==> config.mk <==
export PLATFORM = sky130hd
export DESIGN_NAME = exp7_unidade_controle
export DESIGN_NICKNAME = d
export VERILOG_FILES = /design/src/rtl/exp7_unidade_controle.sv
export SDC_FILE = /design/constraint.sdc
export NUM_CORES = 1
export LEC_CHECK = 0
export BUFFER_PORTS_ARGS = -buffer_cell sky130_fd_sc_hd__buf_4
export CAP_MARGIN = 25
export CORE_MARGIN = 4
export CORE_UTILIZATION = 40
export DETAILED_ROUTE_END_ITERATION = 6
export GPL_TIMING_DRIVEN = 0
export PLACE_DENSITY = 0.72
export SLEW_MARGIN = 20
export SYNTH_ARGS = -nofsm -noshare
export SYNTH_HDL_FRONTEND = slang
export SYNTH_SLANG_ARGS = --single-unit
==> constraint.sdc <==
create_clock -name clock -period 1.5 [get_ports clock]
set_input_delay 0.3 -clock clock [delete_from_list [all_inputs] [get_ports clock]]
set_output_delay 0.3 -clock clock [all_outputs]
set_load 0.005 [all_outputs]
==> src/rtl/exp7_unidade_controle.sv <==
// Purpose: Moore control FSM for the memory game (show sequence, read plays, judge result).
// Latency: one state transition per clock edge; every output decodes the current state only.
// Backpressure: none; the FSM holds in a wait state until its awaited condition arrives.
// Build option: define TIMEOUT_EN to enable the play-timeout path (fimT, contaT, timeout).
module exp7_unidade_controle (
    input  logic       clock,
    input  logic       reset,
    input  logic       iniciar,
    input  logic       fimE,
    input  logic       fimRod,
    input  logic       fimT,
    input  logic       fimM,
    input  logic       jogada,
    input  logic       igual,
    input  logic       enderecoIgualRodada,
    output logic       zeraE,
    output logic       contaE,
    output logic       zeraRod,
    output logic       contaRod,
    output logic       zeraT,
    output logic       contaT,
    output logic       zeraM,
    output logic       contaM,
    output logic       zeraR,
    output logic       registraR,
    output logic       mostra_leds,
    output logic       acertou,
    output logic       errou,
    output logic       timeout,
    output logic       pronto,
    output logic [3:0] db_estado
);

    localparam logic [3:0] INICIAL        = 4'h0;
    localparam logic [3:0] PREPARACAO     = 4'h1;
    localparam logic [3:0] INICIO_RODADA  = 4'h2;
    localparam logic [3:0] MOSTRA         = 4'h3;
    localparam logic [3:0] PROXIMO_MOSTRA = 4'h4;
    localparam logic [3:0] ZERA_LEITURA   = 4'h5;
    localparam logic [3:0] ESPERA_JOGADA  = 4'h6;
    localparam logic [3:0] REGISTRA       = 4'h7;
    localparam logic [3:0] COMPARA        = 4'h8;
    localparam logic [3:0] PROXIMA_JOGADA = 4'h9;
    localparam logic [3:0] FIM_ACERTOU    = 4'hA;
    localparam logic [3:0] PROXIMA_RODADA = 4'hB;
    localparam logic [3:0] FIM_TIMEOUT    = 4'hD;
    localparam logic [3:0] FIM_ERROU      = 4'hE;

    logic [3:0] estado_q;
    logic [3:0] estado_d;

    // fimE is not needed for sequencing: the end of a display or play pass is
    // detected by address == round instead.
`ifdef TIMEOUT_EN
    logic unused_ok;
    assign unused_ok = &{1'b0, fimE};
`else
    logic unused_ok;
    assign unused_ok = &{1'b0, fimE, fimT};
`endif

    // Next-state selection from the current state and the status inputs.
    always_comb begin
        estado_d = INICIAL;
        case (estado_q)
            INICIAL:        estado_d = iniciar ? PREPARACAO : INICIAL;
            PREPARACAO:     estado_d = INICIO_RODADA;
            INICIO_RODADA:  estado_d = MOSTRA;
            MOSTRA: begin
                if (!fimM)                    estado_d = MOSTRA;
                else if (enderecoIgualRodada) estado_d = ZERA_LEITURA;
                else                          estado_d = PROXIMO_MOSTRA;
            end
            PROXIMO_MOSTRA: estado_d = MOSTRA;
            ZERA_LEITURA:   estado_d = ESPERA_JOGADA;
            ESPERA_JOGADA: begin
                // A play landing in the same cycle as the timeout still counts.
                if (jogada)    estado_d = REGISTRA;
`ifdef TIMEOUT_EN
                else if (fimT) estado_d = FIM_TIMEOUT;
`endif
                else           estado_d = ESPERA_JOGADA;
            end
            REGISTRA:       estado_d = COMPARA;
            COMPARA: begin
                if (!igual)                    estado_d = FIM_ERROU;
                else if (!enderecoIgualRodada) estado_d = PROXIMA_JOGADA;
                else if (fimRod)               estado_d = FIM_ACERTOU;
                else                           estado_d = PROXIMA_RODADA;
            end
            PROXIMA_JOGADA: estado_d = ESPERA_JOGADA;
            PROXIMA_RODADA: estado_d = INICIO_RODADA;
            FIM_ACERTOU:    estado_d = iniciar ? PREPARACAO : FIM_ACERTOU;
            FIM_ERROU:      estado_d = iniciar ? PREPARACAO : FIM_ERROU;
`ifdef TIMEOUT_EN
            FIM_TIMEOUT:    estado_d = iniciar ? PREPARACAO : FIM_TIMEOUT;
`endif
            default:        estado_d = INICIAL;
        endcase
    end

    // State register with synchronous reset back to INICIAL.
    always_ff @(posedge clock) begin
        if (reset) estado_q <= INICIAL;
        else       estado_q <= estado_d;
    end

    // Output decode: pure function of the current state.
    always_comb begin
        zeraE       = 1'b0;
        contaE      = 1'b0;
        zeraRod     = 1'b0;
        contaRod    = 1'b0;
        zeraT       = 1'b0;
        contaT      = 1'b0;
        zeraM       = 1'b0;
        contaM      = 1'b0;
        zeraR       = 1'b0;
        registraR   = 1'b0;
        mostra_leds = 1'b0;
        acertou     = 1'b0;
        errou       = 1'b0;
        timeout     = 1'b0;
        pronto      = 1'b0;
        case (estado_q)
            PREPARACAO: begin
                zeraE   = 1'b1;
                zeraRod = 1'b1;
                zeraR   = 1'b1;
                zeraT   = 1'b1;
                zeraM   = 1'b1;
            end
            INICIO_RODADA: begin
                zeraE = 1'b1;
                zeraM = 1'b1;
            end
            MOSTRA: begin
                mostra_leds = 1'b1;
                contaM      = 1'b1;
            end
            PROXIMO_MOSTRA: begin
                contaE = 1'b1;
                zeraM  = 1'b1;
            end
            ZERA_LEITURA: begin
                zeraE = 1'b1;
                zeraT = 1'b1;
            end
            ESPERA_JOGADA: begin
`ifdef TIMEOUT_EN
                contaT = 1'b1;
`endif
            end
            REGISTRA:       registraR = 1'b1;
            PROXIMA_JOGADA: begin
                contaE = 1'b1;
                zeraT  = 1'b1;
            end
            PROXIMA_RODADA: contaRod = 1'b1;
            FIM_ACERTOU: begin
                acertou = 1'b1;
                pronto  = 1'b1;
            end
            FIM_ERROU: begin
                errou  = 1'b1;
                pronto = 1'b1;
            end
`ifdef TIMEOUT_EN
            FIM_TIMEOUT: begin
                timeout = 1'b1;
                errou   = 1'b1;
                pronto  = 1'b1;
            end
`endif
            default: ;
        endcase
    end

    assign db_estado = estado_q;

endmodule
==> run_results.csv, run 1 <==
group,metric,value,unit
flow_run,drv_cap,0,
sta,finalCritPeriodShare,99.4,%
sta,drv_slew,0,
global_route,grt_pass1_vias,605,
sta,setup_viol,0,
finish,fin_nets,129,
floorplan,start_util,43.0,%
clock_network,clock-root-buffer,"clkbuf_4",
synth,ys_warn_count,0,
clock_network,htreeDepth,1,
route,vias,684,
clock_network,cts.clk_slew.worst_paths,0.04,ns
worst_setup_path,cp.arrival,1.19,ns
global_route,overflow,0,
floorplan,die_h,45.4,um
outcome,status,"finished, final reports clean",
worst_setup_path,path_cells,"buf_6, buf_8, o22a_1, nor2_1, buf_4",
sta,finalClockSkew,0.000551,ns
place,dp_hpwl,1120,um
pwr,vdd_drop_max,490,uV
worst_setup_path,slowest_stage,"dfxtp_2",
sta,max_freq,671,MHz
synth,synth_cells,73,
sta,fin_crit,1.49,ns
sta,grt_setup_unrepaired,"true",
worst_setup_path,startpoint_type,"register",
floorplan,io_pins,29,
pwr,report.power.total,866,uW
clock_network,cts_tree,"done",
route,wl,1840,um
worst_setup_path,cp_max_fo,8,
global_route,grt_start_max_net_pins,11,
floorplan,die_x,45.4,um
synth,syn_area_per_cell,7.66,um^2
finish,area_growth,85.5,%
finish,layout_common_cells,"42 x buf_4, 6 x a21oi_1, 5 x nor2_1, 5 x nand2_1",
finish,drive_gt1_share,68.4,%
synth,synth_seq_area_share,14.3,%
pwr,p_per_area,835,nW/um^2
clock_network,insertion_delay,0.23,ns
floorplan,fp.dieArea,2060,um^2
synth,synth_seq_cells,4,
route,final_antenna_net_count,0,
clock_network,clock_sinks,4,
clock_network,clk_path_buf_depth,2,
floorplan,core,1300,um^2
hold_path,min_path_type,"input port to register",
route,vias_per_cell,5.18,
global_route,grt_pass1_wl,3040,um
place,port_buffers,24,
clock_network,ctsHoldBuffers,0,
finish,layout_commonest_cell,"buf_4",
finish,n_antenna_cell,0,
route,drt-wirelength-per-cell,13.9,um
sta,finalHoldViolCount,0,
finish,fillers,88,
route,dr.pass1.iters,4,
global_route,grt.total_usage,19.9,%
clock_network,cts_buffers,3,
place,routabilityCongestion,0.893,
route,drtIter0Drc,4,
sta,fin_hold_ws,0.228,ns
global_route,antenna_found_initial,0,
worst_setup_path,required,1.20,ns
finish,largest_register_ff_count,4,
worst_setup_path,worst-setup-path-type,"register to primary output",
synth,syn_area,559,um^2
floorplan,rows,13,
pwr,p_leak,0.000508,uW
worst_setup_path,setup.worst_path.end_class,"primary output",
route,drc,0,
synth,synth_cell_types,37,
worst_setup_path,cp_slowest_stage_delay,0.31,ns
[layout make-up]
class                           instances  area, um^2  share of cell area [%]
Buffer                                  7        78.8                    7.60
Clock buffer                            3        22.5                    2.17
Inverter                                1        8.76                   0.844
Multi-Input combinational cell         58         449                    43.3
Sequential cell                         4        90.1                    8.69
Tap cell                               15        18.8                    1.81
Timing Repair Buffer                   44         369                    35.6
[logic make-up after synthesis]
| logic type | count (synthesis) | synth area share [%] |
|---|---|---|
| flip-flops | 4 | 14.3 |
| AO/OA/AOI/OAI | 21 | 26.6 |
| buffers and inverters | 12 | 16.6 |
| other | 1 | 0.670 |
| XOR/XNOR | 2 | 3.13 |
| AND/OR/NAND/NOR | 33 | 38.7 |
[worst max-delay path, delay by kind of cell, from the launching register on]
| kind | cells | cell delay, ns |
|---|---|---|
| AO/OA/AOI/OAI | 1 | 0.19 |
| buffers and inverters | 3 | 0.37 |
| flip-flops | 1 | 0.31 |
| AND/OR/NAND/NOR | 1 | 0.08 |
[layer usage]
metal	vias to the layer above	GRT usage, %	part of all wire [%]
met4	0	3.51	0.44
met5	-	0	0
li1	341	-	-
met3	2	2.77	7.5
met2	33	31.8	48
met1	308	28.4	44
[stage by stage]
| stage | cells | area [um^2] | setup slack [ns] | util (%) | TNS [ns] |
|---|---|---|---|---|---|
| final | 132 | 1040 | 0.00969 | 79.7 | 0 |
| after global routing | 132 | 1040 | -0.0491 | 79.7 | -0.0930 |
| after CTS | 131 | 997 | -0.0199 | 76.6 | -0.0288 |
| after detailed placement | 113 | 762 | 0.0403 | 58.6 | 0 |
| after global placement | 113 | 762 | 0.0478 | 58.6 | 0 |
| after floorplan | 74 | 563 | 0.134 | - | 0 |
[what timing repair did]
item / in CTS / in global routing
pin swaps: 5 / 6
gates resized for setup: 22 / 9
setup endpoints to repair: 9 / 12
setup buffers: 14 / 4
gates cloned: 2 / 0
[Yosys cell counts (all sizes together)]
master	instances	area share, %
and3	1	1.1
conb	1	0.67
o211ai	1	1.3
a21oi	7	6.3
a32oi	1	1.6
a31oi	2	2.2
o22ai	1	1.1
xnor2	1	1.6
nor2b	1	1.1
nor2	9	6.0
o32ai	1	2.9
clkinv	1	0.89
o22a	1	1.6
o21a	1	1.3
a21o	1	1.3
dfxtp	4	14
xor2	1	1.6
nand2b	6	9.8
nand3b	2	4.9
nand2	8	7.2
nor3b	1	2.2
nand3	1	0.89
a31o	1	1.6
nor3	4	5.4
buf	11	16
a211oi	2	3.6
o21ai	2	1.8
[final timing paths]
check / startpoint / to / slack [ns] / depth (start not counted)
max: db_estado[2] / zeraM / 0.01 / 5
min: reset / db_estado[3] / 0.23 / 2
max reg2reg: db_estado[2] / db_estado[0] / 0.21 / 6
min reg2reg: db_estado[0] / db_estado[1] / 0.73 / 3
[power by group]
group | switching, uW | internal [uW] | total (uW)
Combinational | 255 | 322 | 577
Clock | 42.3 | 89.4 | 132
Sequential | 31.7 | 126 | 158
(Power assumes the default switching activity.)
==> run 2: changes to the inputs <==
--- a/config.mk
+++ b/config.mk
@@ -9,6 +9,7 @@
 export CAP_MARGIN = 25
 export CORE_MARGIN = 4
 export CORE_UTILIZATION = 40
+export CTS_BUF_LIST = sky130_fd_sc_hd__clkbuf_2
 export DETAILED_ROUTE_END_ITERATION = 6
 export GPL_TIMING_DRIVEN = 0
 export PLACE_DENSITY = 0.72
==> run 2 against run 1 <==
Against the previous run:
- critical path depth unchanged
- global-route usage fell by 3.6 points
- sequential cell count is the same
- clock skew increased by 0.0031 ns
- sequential power hardly changed
- core utilization fell by 7.4 points
- combinational power fell by 5.9%
- maximum frequency is 1.4% higher
- count of clock-buffer cells in the layout unchanged
- first-iteration DRC count grew to 4.8 times the previous value
- sequential share of layout area grew 0.76 points
- critical path type unchanged
- largest power group unchanged
- highest routed layer unchanged
==> run_results.csv, run 2 (synthesized netlist as in run 1, its figures left out) <==
group,metric,value,unit
worst_setup_path,cp.depth,5,
sta,setup_viol,0,
place,routabilityCongestion,0.893,
finish,fin_nets,124,
route,final_antenna_net_count,0,
worst_setup_path,cp_slowest_stage_delay,0.31,ns
worst_setup_path,cp_max_fo,8,
worst_setup_path,cp.arrival,1.17,ns
pwr,p_per_area,847,nW/um^2
finish,multiInputGateArea,439,um^2
pwr,p_leak,0.000465,uW
global_route,grt.total_usage,16.3,%
global_route,grt_pass1_vias,559,
finish,n_antenna_cell,0,
place,dp_hpwl,1120,um
finish,largest_register_ff_count,4,
worst_setup_path,worst_r2r_endpoint,"db_estado[0]",
clock_network,insertion_delay,0.21,ns
clock_network,cts_buffers,3,
floorplan,io_pins,29,
global_route,grt_start_max_net_pins,13,
clock_network,cts.clk_slew.worst_paths,0.04,ns
worst_setup_path,slowest_stage,"dfxtp_2",
pwr,seqPwrFrac,19.5,%
place,port_buffers,24,
floorplan,die_h,45.4,um
worst_setup_path,startpoint_type,"register",
clock_network,clock-root-buffer,"clkbuf_2",
global_route,use_met2,27.6,%
floorplan,die_x,45.4,um
hold_path,min_path_type,"input port to register",
pwr,p_comb_share,68.2,%
worst_setup_path,r2r_start,"db_estado[2]",
pwr,switching_power,316,uW
global_route,top_usage_layer,"met2",
sta,finalHoldViolCount,0,
worst_setup_path,path_delay_family,"buffers and inverters",
sta,fin_crit,1.47,ns
pwr,internal_power,481,uW
hold_path,hp-start,"reset",
global_route,met3_usage,2.77,%
pwr,vdd_drop_max,476,uV
worst_setup_path,required,1.20,ns
worst_setup_path,r2r_slack,0.24,ns
route,dr.pass1.iters,4,
worst_setup_path,startpoint,"db_estado[2]",
global_route,use_met1,21.3,%
worst_setup_path,path_cells,"buf_6, buf_8, o22a_1, nor2_1, buf_4",
finish,layout_common_cells,"38 x buf_4, 6 x nor2_1, 6 x a21oi_1",
clock_network,clock_sinks,4,
sta,max_freq,680,MHz
route,drc,0,
sta,grt_setup_unrepaired,"true",
flow_run,drv_cap,0,
outcome,status,"finished, final reports clean",
route,drt-wirelength-per-cell,13.2,um
route,wl,1680,um
floorplan,rows,13,
finish,finish.utilization,72.3,%
global_route,grt_pass1_wl,2530,um
finish,fillers,107,
clock_network,ctsHoldBuffers,0,
route,vias_per_cell,5.31,
floorplan,start_util,43.0,%
floorplan,fp.dieArea,2060,um^2
worst_setup_path,setup.worst_path.end_class,"primary output",
sta,drv_slew,0,
sta,finalCritPeriodShare,98.0,%
clock_network,clk_path_buf_depth,2,
worst_setup_path,cp-endpoint,"zeraM",
global_route,overflow,0,
finish,drive_gt1_share,64.3,%
worst_setup_path,worst-setup-path-type,"register to primary output",
worst_setup_path,r2r_cells,6,
sta,setup_tns,0,ns
pwr,p_sw_share,39.6,%
global_route,antenna_found_initial,0,
finish,layout_commonest_cell,"buf_4",
finish,area_growth,68.2,%
route,drtIter0Drc,19,
pwr,p_clk_share,12.3,%
clock_network,htreeDepth,1,
floorplan,core,1300,um^2
sta,finalClockSkew,0.00365,ns
worst_setup_path,cp_num_buf_inv,3,
finish,regArea,88.8,um^2
clock_network,cts_tree,"done",
route,vias,675,
run 2: worst register-to-register path: stages (launching register included):
cell and delay (ns):
dfxtp_2 0.31, buf_6 0.12, buf_4 0.13, nand2b_4 0.15, nor3_2 0.16, a32oi_1 0.13
a31oi_1 0.17
run 2: power by group through the flow:
stage / logic (uW) / clock network (uW) / registers [uW]
4_1_cts: 558 / 99.0 / 132
6_report: 543 / 98.1 / 156
3_3_place_gp: 438 / 0 / 132
3_5_place_dp: 440 / 0 / 133
5_1_grt: 593 / 104 / 158
2_1_floorplan: 283 / 0 / 134
run 2: layer usage:
metal / part of all wire, % / vias up
met5: 0 / -
met4: 3.6 / 0
met3: 9.1 / 12
met2: 47 / 45
met1: 40 / 288
li1: - / 330
run 2: worst min path at each step:
stage | endpoint | slack (ns) | depth (start not counted)
floorplan | db_estado[3] | 0.37 | 1
global placement | db_estado[3] | 0.47 | 2
detailed placement | db_estado[3] | 0.48 | 2
CTS | db_estado[3] | 0.24 | 2
global route | db_estado[3] | 0.24 | 2
finish | db_estado[3] | 0.24 | 2
run 2: repair_timing:
item / 4_1_cts / 5_1_grt
gates cloned: 1 / 0
resized for setup: 21 / 6
setup buffers: 8 / 6
pin swaps: 2 / 5
endpoints found under the setup margin: 9 / 8
run 2: layout make-up:
type | instances | area share [%]
Multi-Input combinational cell | 58 | 46.7
Timing Repair Buffer | 39 | 31.0
Sequential cell | 4 | 9.44
Buffer | 7 | 8.38
Tap cell | 15 | 1.99
Clock buffer | 3 | 1.60
Inverter | 1 | 0.931
run 2: per-stage QoR:
step	instance area (um^2)	hold slack (ns)	setup WS, ns	cells	power [uW]
2_1_floorplan	563	0.372	0.134	74	417
3_3_place_gp	762	0.473	0.0478	113	571
3_5_place_dp	762	0.475	0.0403	113	572
4_1_cts	905	0.242	0.00521	124	789
5_1_grt	941	0.241	-0.0323	127	855
6_report	941	0.243	0.0297	127	797
==> run 3: changes to the inputs <==
--- a/config.mk
+++ b/config.mk
@@ -11,7 +11,6 @@
 export CORE_UTILIZATION = 40
 export CTS_BUF_LIST = sky130_fd_sc_hd__clkbuf_2
 export DETAILED_ROUTE_END_ITERATION = 6
-export GPL_TIMING_DRIVEN = 0
 export PLACE_DENSITY = 0.72
 export SLEW_MARGIN = 20
 export SYNTH_ARGS = -nofsm -noshare
==> run 3 against run 2 <==
Against the previous run:
- critical path depth unchanged
- design area down 16%
- sequential cell count unchanged
- clock skew down 0.0026 ns
- power down 12%
- sequential power up 6%
- first-iteration DRC count down 53%
- register-to-register slack better by 0.11 ns
- worst hold slack better by 0.024 ns
- global-route usage down 0.85 points
- setup slack better by 0.019 ns
==> run_results.csv, run 3 (synthesized netlist as in run 1, its figures left out) <==
group,metric,value,unit
clock_network,clock-root-buffer,"clkbuf_2",
flow_run,drv_cap,0,
clock_network,clock_sinks,4,
route,dr.pass1.iters,4,
sta,finalClockSkew,0.00106,ns
pwr,vdd_drop_max,367,uV
floorplan,start_util,43.0,%
sta,grt_setup_unrepaired,"true",
route,wl,1380,um
sta,drv_slew,0,
pwr,p_per_area,883,nW/um^2
finish,largest_register_ff_count,4,
floorplan,die_x,45.4,um
route,vias_per_cell,5.38,
place,dp.cells,111,
worst_setup_path,worst-setup-path-type,"register to primary output",
finish,n_antenna_cell,0,
route,drc,0,
floorplan,core,1300,um^2
sta,finalCritPeriodShare,96.8,%
worst_setup_path,required,1.20,ns
global_route,antenna_found_initial,0,
clock_network,cts.clk_slew.worst_paths,0.04,ns
clock_network,cts_buffers,3,
route,drtIter0Drc,9,
route,drt-wirelength-per-cell,12.1,um
floorplan,io_pins,29,
finish,final_cell_area,795,um^2
floorplan,fp.dieArea,2060,um^2
place,place_area,742,um^2
finish,layoutNonFillerInstCount,114,
sta,fin_crit,1.45,ns
place,dp_hpwl,1100,um
place,port_buffers,24,
finish,area_growth,42.1,%
global_route,grt.total_usage,15.4,%
worst_setup_path,setup.worst_path.end_class,"primary output",
finish,fin_nets,111,
sta,setup_viol,0,
clock_network,postCtsSetupRepairBufs,0,
floorplan,rows,13,
worst_setup_path,r2r_slack,0.35,ns
worst_setup_path,cp-endpoint,"contaE",
global_route,overflow,0,
worst_setup_path,worst_r2r_endpoint,"db_estado[1]",
outcome,status,"finished, final reports clean",
finish,layout_commonest_cell,"buf_4",
clock_network,cts_tree,"done",
worst_setup_path,cp_max_fo,5,
worst_setup_path,startpoint,"db_estado[0]",
pwr,p_leak,0.000388,uW
global_route,grt_pass1_wl,2380,um
worst_setup_path,r2r_start,"db_estado[0]",
worst_setup_path,cp.arrival,1.15,ns
worst_setup_path,startpoint_type,"register",
sta,max_freq,689,MHz
worst_setup_path,r2r_cells,5,
route,vias,613,
clock_network,ctsHoldBuffers,0,
route,final_antenna_net_count,0,
clock_network,htreeDepth,1,
clock_network,insertion_delay,0.20,ns
hold_path,min_path_type,"input port to register",
global_route,grt_start_max_net_pins,13,
sta,finalHoldViolCount,0,
floorplan,die_h,45.4,um
finish,drive_gt1_share,54.5,%
clock_network,clk_path_buf_depth,2,
global_route,grt_pass1_vias,555,
finish,layout_common_cells,"31 x buf_4, 8 x nor2_1, 7 x a21oi_1",
place,routabilityCongestion,0.817,
## run 3: cell types whose count changed in the layout (fill, tap and decap cells not counted), moves of 2 or more
cell,before,now
buf_8,2,0
buf_4,38,31
buf_6,4,2
nor2_1,6,8
## run 3: power breakdown
part	total, uW	switching (uW)	leakage, uW	internal, uW
sequential	165	34.6	0.0000345	130
clock	95.8	42.1	0.0000125	53.7
combinational	441	197	0.000341	244
## run 3: how the worst min path moves through the flow
stage	slack, ns	cells past startpoint	to	start
after floorplan	0.37	1	db_estado[3]	reset
after global placement	0.47	2	db_estado[3]	reset
after detailed placement	0.47	2	db_estado[3]	reset
after CTS	0.25	2	db_estado[3]	reset
after global routing	0.27	2	db_estado[3]	reset
final	0.27	2	db_estado[3]	reset
## run 3: repair_timing
item,CTS,global route
endpoints found under the setup margin,5,6
gates resized for setup,3,8
pin swaps,0,3
## run 3: critical path, stage by stage (launching register included)
cell and delay [ns]:
dfxtp_4 0.36, buf_4 0.15, nor2_2 0.12, nand2_1 0.06, a21oi_1 0.13, buf_4 0.13
## run 3: layout make-up
| type | instances | area (um^2) |
|---|---|---|
| Tap cell | 15 | 18.8 |
| Inverter | 1 | 5.00 |
| Clock buffer | 3 | 15.0 |
| Timing Repair Buffer | 33 | 255 |
| Fill cell | 122 | 507 |
| Multi-Input combinational cell | 58 | 412 |
| Sequential cell | 4 | 88.8 |
## run 3: through the flow
stage	TNS (ns)	power, uW	hold slack, ns	setup slack [ns]	util (%)
2_1_floorplan	0	417	0.372	0.134	-
3_3_place_gp	0	571	0.471	0.159	57.0
3_5_place_dp	0	573	0.472	0.156	57.0
4_1_cts	0	681	0.248	0.0299	58.8
5_1_grt	-0.0266	760	0.274	-0.0140	61.1
6_report	0	701	0.268	0.0487	61.1
## run 3: per-layer routing
layer  share of wire, %  global-route usage (%)  up-vias
met2                 51                    24.0       24
met1                 40                    18.6      281
met4                2.0                    11.7        0
met5                  0                       0        -
li1                   -                       -      302
met3                6.9                    2.77        6
